$ cat config.mk
export PLATFORM = sky130hd
export DESIGN_NAME = stopwatch_counter
export DESIGN_NICKNAME = d
export VERILOG_FILES = /design/src/rtl/stopwatch_counter.sv
export SDC_FILE = /design/constraint.sdc
export NUM_CORES = 1
export LEC_CHECK = 0
export CELL_PAD_IN_SITES_DETAIL_PLACEMENT = 2
export CELL_PAD_IN_SITES_GLOBAL_PLACEMENT = 2
export CORE_MARGIN = 5
export CORE_UTILIZATION = 38
export CTS_CLUSTER_DIAMETER = 200
export CTS_CLUSTER_SIZE = 30
export DETAILED_ROUTE_END_ITERATION = 10
export GPL_TIMING_DRIVEN = 1
export PLACE_DENSITY_LB_ADDON = 0.1
export SYNTH_ARGS = -nofsm -noshare
export SYNTH_HDL_FRONTEND = slang
export SYNTH_SLANG_ARGS = --single-unit
$ cat constraint.sdc
create_clock -name sys_clk -period 4.2 [get_ports sys_clk]
set_input_delay 0.84 -clock sys_clk [delete_from_list [all_inputs] [get_ports sys_clk]]
set_output_delay 0.84 -clock sys_clk [all_outputs]
set_load 0.02 [all_outputs]
$ cat src/rtl/stopwatch_counter.sv
// Five-digit BCD stopwatch (M:SS.hh) driven by a prescaled sys_clk, with display latch.
// Optional macro STOPWATCH_SATURATE_EN: hold at 9:59.99 instead of wrapping.
module stopwatch_counter #(
    parameter int unsigned TICK_DIV = 500000,
    parameter int unsigned PRE_W    = 24
) (
    input  logic        sys_clk,
    input  logic        reset_n,
    input  logic        count_init,
    input  logic        count_enb,
    input  logic        latch_count,
    output logic [19:0] run_bcd,
    output logic [19:0] disp_bcd,
    output logic        tick,
    output logic        running,
    output logic        overflow
);

    typedef enum logic [1:0] {IDLE, RUN, PAUSED} state_t;

    localparam logic [PRE_W-1:0] PRE_LAST = PRE_W'(TICK_DIV - 1);

    state_t           state_q, state_d;
    logic [PRE_W-1:0] pre_q, pre_d;
    logic [19:0]      run_q, run_d, disp_q, disp_d, inc_val;
    logic             tick_q, tick_d, ovf_q, ovf_d;
    logic             c1, c2, c3, c4, at_max;

    // Ripple-carry BCD increment; each digit wraps by explicit compare.
    always_comb begin
        c1      = (run_q[3:0]   == 4'd9);
        c2      = c1 && (run_q[7:4]   == 4'd9);
        c3      = c2 && (run_q[11:8]  == 4'd9);
        c4      = c3 && (run_q[15:12] == 4'd5);
        at_max  = c4 && (run_q[19:16] == 4'd9);
        inc_val = run_q;
        inc_val[3:0] = c1 ? 4'd0 : run_q[3:0] + 4'd1;
        if (c1) inc_val[7:4]   = c2 ? 4'd0 : run_q[7:4]   + 4'd1;
        if (c2) inc_val[11:8]  = c3 ? 4'd0 : run_q[11:8]  + 4'd1;
        if (c3) inc_val[15:12] = c4 ? 4'd0 : run_q[15:12] + 4'd1;
        if (c4) inc_val[19:16] = at_max ? 4'd0 : run_q[19:16] + 4'd1;
`ifdef STOPWATCH_SATURATE_EN
        if (at_max) inc_val = run_q;
`else
`endif
    end

    always_ff @(posedge sys_clk or negedge reset_n) begin
        if (!reset_n) begin
            state_q <= IDLE;
            pre_q   <= '0;
            run_q   <= '0;
            disp_q  <= '0;
            tick_q  <= 1'b0;
            ovf_q   <= 1'b0;
        end else begin
            state_q <= state_d;
            pre_q   <= pre_d;
            run_q   <= run_d;
            disp_q  <= disp_d;
            tick_q  <= tick_d;
            ovf_q   <= ovf_d;
        end
    end

    always_comb begin
        state_d = state_q;
        if (count_init)           state_d = IDLE;
        else if (count_enb)       state_d = RUN;
        else if (state_q == RUN)  state_d = PAUSED;
    end

    // Latch samples the pre-edge run value, so it sees the time before any clear/increment.
    always_comb begin
        pre_d  = pre_q;
        run_d  = run_q;
        tick_d = 1'b0;
        ovf_d  = ovf_q;
        disp_d = latch_count ? run_q : disp_q;
        if (count_init) begin
            pre_d = '0;
            run_d = '0;
            ovf_d = 1'b0;
        end else if (count_enb) begin
            if (pre_q == PRE_LAST) begin
                pre_d  = '0;
                tick_d = 1'b1;
                run_d  = inc_val;
                if (at_max) ovf_d = 1'b1;
            end else begin
                pre_d = pre_q + 1'b1;
            end
        end
    end

    always_comb begin
        running  = (state_q == RUN);
        run_bcd  = run_q;
        disp_bcd = disp_q;
        tick     = tick_q;
        overflow = ovf_q;
    end

endmodule

==> results of run 1 <==
[sequential cells by signal, indices dropped and copies added (netlist names)]
name / flops
tick: 1
run_bcd: 20
overflow: 1
disp_bcd: 20
pre_q: 24
state_q: 2
[worst max path at each step]
stage / start / to / slack, ps / cells past startpoint
floorplan: run_bcd[0] / run_bcd[17] / 1980 / 6
global placement: count_enb / run_bcd[19] / 1090 / 7
detailed placement: count_enb / run_bcd[17] / 1000 / 7
CTS: count_enb / run_bcd[17] / 1340 / 7
global route: count_enb / run_bcd[19] / 1250 / 7
finish: count_enb / run_bcd[17] / 1350 / 7
[layout by cell type (no fill, tap or decap), types with 2 or more instances in the layout]
cell / Yosys / layout
dfrtp_1: 68 / 68
or4b_1: 2 / 2
buf_4: 0 / 3
ha_1: 11 / 11
nand4_1: 14 / 14
clkinvlp_4: 0 / 2
or4_1: 4 / 4
o21ai_0: 11 / 11
nand3_1: 11 / 11
nor3_1: 6 / 6
and3_1: 7 / 7
or3_1: 9 / 9
a32o_1: 3 / 3
nor2b_1: 5 / 5
mux2_2: 21 / 21
and3b_1: 2 / 2
a31o_2: 2 / 2
clkbuf_8: 0 / 9
nor3b_1: 4 / 4
inv_1: 6 / 6
bufinv_16: 0 / 2
and4_1: 4 / 4
mux2i_1: 3 / 3
nand2_1: 28 / 28
or2_2: 3 / 3
a21oi_1: 16 / 16
nor4b_1: 2 / 2
a31oi_1: 3 / 3
nor2_1: 39 / 39
and2_1: 3 / 3
clkdlybuf4s50_1: 0 / 46
xnor2_1: 9 / 9
xor2_1: 7 / 7
a22o_1: 2 / 2
nor4_1: 6 / 6
[layer usage]
metal  part of all wire  global-route usage  wire length (µm)
met1               0.46               0.243              4570
met2               0.50               0.321              4980
met3              0.024              0.0247               243
met4              0.016              0.0694               155
met5                  0                   0                 0
[cells by family after synthesis]
group                      count (synthesis)  synth area share
and+or+nand+nor                          154             0.246
AOI/OAI and AO/OA                         45            0.0833
buffers and inverters                     16            0.0178
xor gates and xnor gates                  16            0.0407
adders and majority gates                 11            0.0400
DFF                                       68             0.495
muxes                                     24            0.0775
[cells in the mapped netlist, types with 2 or more instances]
master | count | area [µm²]
dfrtp_1 | 68 | 1700
nor2_1 | 39 | 146
nand2_1 | 28 | 105
mux2_2 | 21 | 236
a21oi_1 | 16 | 80.1
nand4_1 | 14 | 87.6
ha_1 | 11 | 138
nand3_1 | 11 | 55.1
o21ai_0 | 11 | 55.1
or3_1 | 9 | 56.3
xnor2_1 | 9 | 78.8
and3_1 | 7 | 43.8
clkbuf_1 | 7 | 26.3
xor2_1 | 7 | 61.3
inv_1 | 6 | 22.5
nor3_1 | 6 | 30.0
nor4_1 | 6 | 37.5
nor2b_1 | 5 | 31.3
and4_1 | 4 | 35.0
nor3b_1 | 4 | 30.0
or4_1 | 4 | 30.0
a31oi_1 | 3 | 18.8
a32o_1 | 3 | 30.0
and2_1 | 3 | 18.8
mux2i_1 | 3 | 30.0
or2_2 | 3 | 18.8
a22o_1 | 2 | 17.5
a31o_2 | 2 | 17.5
and3b_1 | 2 | 17.5
nor4b_1 | 2 | 17.5
or4b_1 | 2 | 20.0
[cell type report]
cell class                      instances  area share
Multi-Input combinational cell        250       0.395
Sequential cell                        68       0.401
Timing Repair Buffer                   50       0.115
Clock inverter                          6      0.0210
Clock buffer                            9      0.0292
Tap cell                              108      0.0319
Inverter                                7     0.00620
[stage by stage]
| step | setup slack, ps | utilization |
|---|---|---|
| after detailed placement | 1000 | 0.460 |
| after global routing | 1250 | 0.484 |
| after global placement | 1090 | 0.460 |
| after floorplan | 1980 | - |
| after CTS | 1340 | 0.484 |
| final | 1350 | 0.484 |
[power by group]
part,switching [mW],leakage [nW],internal (mW)
clock network,0.278,0.102,0.332
registers,0.00512,0.947,0.659
logic,0.0395,0.740,0.0191
==> summary.md, run 1 <==
| Metric | Value |
|---|---|
| Postcts setup bufs | `0` |
| Peak supply drop | `~0.00014 V` |
| Largest net degree at the start of global routing | `51` |
| Max-slew headroom | `0.363` |
| R2R cell count | `5` |
| Initial Util | `0.392` |
| Final setup fails | `0` |
| Yosys warning total | `0` |
| Chip width | `105 µm` |
| Number of synthesized flops with an enable pin | `0` |
| Routability cong. | `0.803` |
| Final hold slack | `417 ps` |
| Post-Syn Nets | `350` |
| Critical-path cell list | `clkdlybuf4s50_1 > buf_4 > nor2b_1 > nand4_1 > or3_1 > or4_1 > a21oi_1` |
| Storage cell area | `1700 µm²` |
| RSZ-0062 raised after global routing | `false` |
| Setup TNS Final | `0 ps` |
| Area taken by multi-input logic gates | `1680 µm²` |
| Placed wire-length estimate | `7.03 mm` |
| WP data required | `roughly 4500 ps` |
| Slowest-stage cell, CP | `or3_1` |
| Synthesis-to-layout area growth | `23.3%` |
| CP Max Fanout | `15` |
| Ports | `48` |
| Final Critical Period | `2850 ps` |
| Antenna diodes | `0` |
| Clk root buf | `clkbuf_8` |
| # placed instances | `483` |
| Pwr dens | `approximately 310 nW/µm²` |
| Vias in the first global route | `3167` |
| RR Endpoint | `run_bcd[17]` |
| Row count | `34` |
| Hold Crit Class | `primary input to asynchronous set/reset pin` |
| Reg clk slew, reported paths | `80 ps` |
| F_max | `around 350 MHz` |
| TritonCTS clock tree | `built` |
| Synth Register Bits | `68` |
| Post-route ant nets | `0` |
| Dpl cell area | `4030 µm²` |
| Slowest cell delay on critical path | `580 ps` |
| Finished Cell Area | `4240 µm²` |
| Setup CP Type | `primary input to flop` |
| Final wirelength | `9.95 mm` |
| Post-synth top flop | `dfrtp_1` |
| Die H | `105 µm` |
| CP Data Arrival Time | `3130 ps` |
| Max cap viols | `0` |
| Post_cts resized | `0` |
| Pleak | `1.79 nW` |
| Post-route DRC | `0` |
| Worst Path Buf+Inv | `2` |
| Sequential element share of the synthesized area | `0.495` |
| Clk_skew | `16.8 ps` |
| Die ar. | `11100 µm²` |
| Final count of pins violating max slew | `0` |
| # clock sinks | `68` |
| DRT iter0 DRCs | `111` |
| Final count of hold timing violations | `0` |
| Tcrit/Tclk final | `0.679` |
| Layout cells sized above 1 | `0.126` |
| Wire per inst | `20.0 µm` |
| Synth async-reset ratio | `1.00` |
| Syn Inst Count | `334` |
| Initial antenna violation count | `0` |
| Max Root-Sink Buffers | `2` |
| Crit path max-delay family | `simple AND/OR/NAND/NOR gates` |
| # port buffers | `47` |
| Fin nets | `402` |
| GRT Total Usage | `0.188` |
| Design Power | `1.33 mW` |
| Fillers | `~900` |
| H-tree lvl count | `3` |
| Hold_buf cts | `0` |
| Clk Latency, worst-skew pair | `360 ps` |
| Global-route wire length before repair | `around 17 mm` |
| DR vias | `2823` |
| Drt first pass iters | `4` |
| Yosys cell types | `47` |
| Grt total ovfl | `0` |
| Core ar. | `8760 µm²` |
| Vias/cell | `around 5.7` |
| Worst setup SP type | `primary input` |
| CTS buffer count | `9` |
| Critical Path Sink Type | `flop` |
| Avg Inst Size Synth | `10.3 µm²` |
| Status | `complete, no violations` |
| Cell Area, Synth | `3440 µm²` |
| Reg2reg start | `pre_q[12]` |
| Reg2Reg Setup Slack | `about 1600 ps` |
| Slew @ Worst Pin | `953 ps` |
| Non-Filler Instances | `between 400 and 500` |
Power figures use the tool's default switching activity.
==> run 2: changes to the inputs <==
--- a/config.mk
+++ b/config.mk
@@ -8,7 +8,7 @@
 export CELL_PAD_IN_SITES_DETAIL_PLACEMENT = 2
 export CELL_PAD_IN_SITES_GLOBAL_PLACEMENT = 2
 export CORE_MARGIN = 5
-export CORE_UTILIZATION = 38
+export CORE_UTILIZATION = 35
 export CTS_CLUSTER_DIAMETER = 200
 export CTS_CLUSTER_SIZE = 30
 export DETAILED_ROUTE_END_ITERATION = 10
==> constraint.sdc (replaced) <==
create_clock -name sys_clk -period 2.89 [get_ports sys_clk]
set_input_delay 0.578 -clock sys_clk [delete_from_list [all_inputs] [get_ports sys_clk]]
set_output_delay 0.578 -clock sys_clk [all_outputs]
set_load 0.02 [all_outputs]
==> summary.md, run 2 (synthesis gave the netlist of run 1 again) <==
| Metric | Value |
|---|---|
| Layout cells sized above 1 | `0.145` |
| Pwr dens | `about 450 nW/µm²` |
| # clock sinks | `between 60 and 70` |
| Setup ws final | `416 ps` |
| Placed wire-length estimate | `7.03 mm` |
| WP data required | `3160 ps` |
| Design Power | `1.96 mW` |
| DRT iter0 DRCs | `62` |
| Core ar. | `9680 µm²` |
| RSZ-0062 raised after global routing | `false` |
| Initial antenna violation count | `0` |
| F_max | `404 MHz` |
| Slowest cell delay on critical path | `540 ps` |
| Global-route wire length before repair | `15.8 mm` |
| Worst setup SP type | `flop` |
| Hold Crit Class | `primary input to asynchronous set/reset pin` |
| DR vias | `roughly 2.8k` |
| Vias/cell | `5.31` |
| Max-slew headroom | `0.544` |
| Wire per inst | `around 18 µm` |
| Number of flip-flops under the largest register name | `24` |
| Status | `complete, no violations` |
| Row count | `36` |
| Chip width | `109 µm` |
| Pleak | `between 1.5 and 2 nW` |
| Antenna diodes | `0` |
| Setup TNS Final | `0 ps` |
| Largest net degree at the start of global routing | `42` |
| Peak supply drop | `~0.00022 V` |
| Final setup fails | `0` |
| Final wirelength | `approximately 9.6 mm` |
| Slowest-stage cell, CP | `or4_1` |
| Routability cong. | `0.767` |
| Top reg by flops | `pre_q` |
| # port buffers | `47` |
| Commonest non-fill, non-tap cells in the layout | `dfrtp_1, clkdlybuf4s50_1, nor2_1, nand2_1, mux2_2` |
| H-tree lvl count | `3` |
| Final count of pins violating max slew | `0` |
| Clk_skew | `approximately 9.7 ps` |
| Reg clk slew, reported paths | `about 80 ps` |
| Ports | `48` |
| Critical Path Sink Type | `flop` |
| Die H | `between 100 and 150 µm` |
| Vias in the first global route | `~3.1k` |
| Postcts setup bufs | `0` |
| Commonest non-fill, non-tap cell in the layout | `dfrtp_1` |
| Finished Cell Area | `around 4400 µm²` |
| Post_cts resized | `0` |
| Critical-path cell list | `inv_1 > ha_1 > and3b_1 > nand4_1 > or3_1 > or4_1 > a21oi_1` |
| Grt total ovfl | `0` |
| GRT Total Usage | `0.173` |
| Slew @ Worst Pin | `685 ps` |
| CTS buffer count | `9` |
| Synthesis-to-layout area growth | `26.7%` |
| Pre-CTS setup slack | `149 ps` |
| CP Data Arrival Time | `2740 ps` |
| Clk root buf | `clkbuf_8` |
| Final count of hold timing violations | `0` |
| Tcrit/Tclk final | `0.856` |
| Hold_buf cts | `0` |
| Setup CP Type | `flop to flop` |
| TritonCTS clock tree | `built` |
| CP Max Fanout | `8` |
| Post-route DRC | `0` |
| Post-route ant nets | `0` |
| Die ar. | `between 10000 and 15000 µm²` |
| Final Critical Period | `2470 ps` |
| Max Root-Sink Buffers | `2` |
| Max cap viols | `0` |
| Dpl cell area | `4130 µm²` |
| Initial Util | `0.355` |
| Drt first pass iters | `4` |
| Clk Latency, worst-skew pair | `360 ps` |
| Fin nets | `410` |
[run 2: changes by cell type in the layout (fill, tap and decap cells not counted), sizes merged]
cell      before  now
clkinvlp       2    0
buf            4   12
inv            7    6
clkinv         2    5
clkbuf         9   10
[run 2: worst paths after layout]
check / startpoint / to / slack [ps] / cells after the start
max: run_bcd[1] / run_bcd[16] / 420 / 7
max in group asynchronous: reset_n / pre_q[6] / 1960 / 2
min reg2reg: disp_bcd[16] / disp_bcd[16] / 510 / 1
max reg2reg: run_bcd[1] / run_bcd[16] / 420 / 7
min: reset_n / pre_q[11] / 260 / 1
min in group sys_clk: disp_bcd[16] / disp_bcd[16] / 510 / 1
[run 2: power by group]
group          leakage, nW  internal [mW]  switching, mW
registers            0.947          0.957        0.00683
clock network        0.116          0.509          0.398
logic                0.784         0.0311         0.0582
total                 1.85           1.50          0.463
[run 2: stage by stage]
| step | hold WS [ps] | std cells | util |
|---|---|---|---|
| 4_1_cts | 274 | 532 | 0.450 |
| 3_3_place_gp | 489 | 516 | 0.427 |
| 5_1_grt | 304 | 532 | 0.450 |
| 3_5_place_dp | 499 | 516 | 0.427 |
| 6_report | 262 | 532 | 0.450 |
| 2_1_floorplan | 282 | 334 | - |
[run 2: layout make-up]
type | instances | area (µm²)
clock buffer | 10 | 138
clock inverter | 6 | 87.6
fill | 1059 | 5330
inverter | 7 | 26.3
multi-input combinational | 250 | 1680
sequential | 68 | 1700
tap | 133 | 166
timing repair buffer | 58 | 561
[run 2: routing by layer]
| metal | wire length, µm | part of all wire | GRT usage | vias up |
|---|---|---|---|---|
| met5 | 0 | 0 | 0 | - |
| met4 | 91 | 0.0095 | 0.0460 | 0 |
| met3 | 295 | 0.031 | 0.0438 | 7 |
| met2 | 4640 | 0.48 | 0.290 | 36 |
| met1 | 4590 | 0.48 | 0.223 | 1444 |
| li1 | - | - | - | 1340 |
[run 2: critical path, delay by kind of cell (launching register included)]
| family | cells | cell delay (ps) |
|---|---|---|
| AND/OR/NAND/NOR | 4 | 1530 |
| flip-flops | 1 | 440 |
| adder cells (fa/ha/maj) | 1 | 180 |
| AO/OA/AOI/OAI | 1 | 160 |
| buffers and inverters | 1 | 80 |
==> run 3: changes to the inputs <==
--- a/config.mk
+++ b/config.mk
@@ -14,6 +14,7 @@
 export DETAILED_ROUTE_END_ITERATION = 10
 export GPL_TIMING_DRIVEN = 1
 export PLACE_DENSITY_LB_ADDON = 0.1
+export SKIP_CTS_REPAIR_TIMING = 1
 export SYNTH_ARGS = -nofsm -noshare
 export SYNTH_HDL_FRONTEND = slang
 export SYNTH_SLANG_ARGS = --single-unit
==> results of run 3 <==
No change in the layout: final DEF, timing and power equal those of run 2.
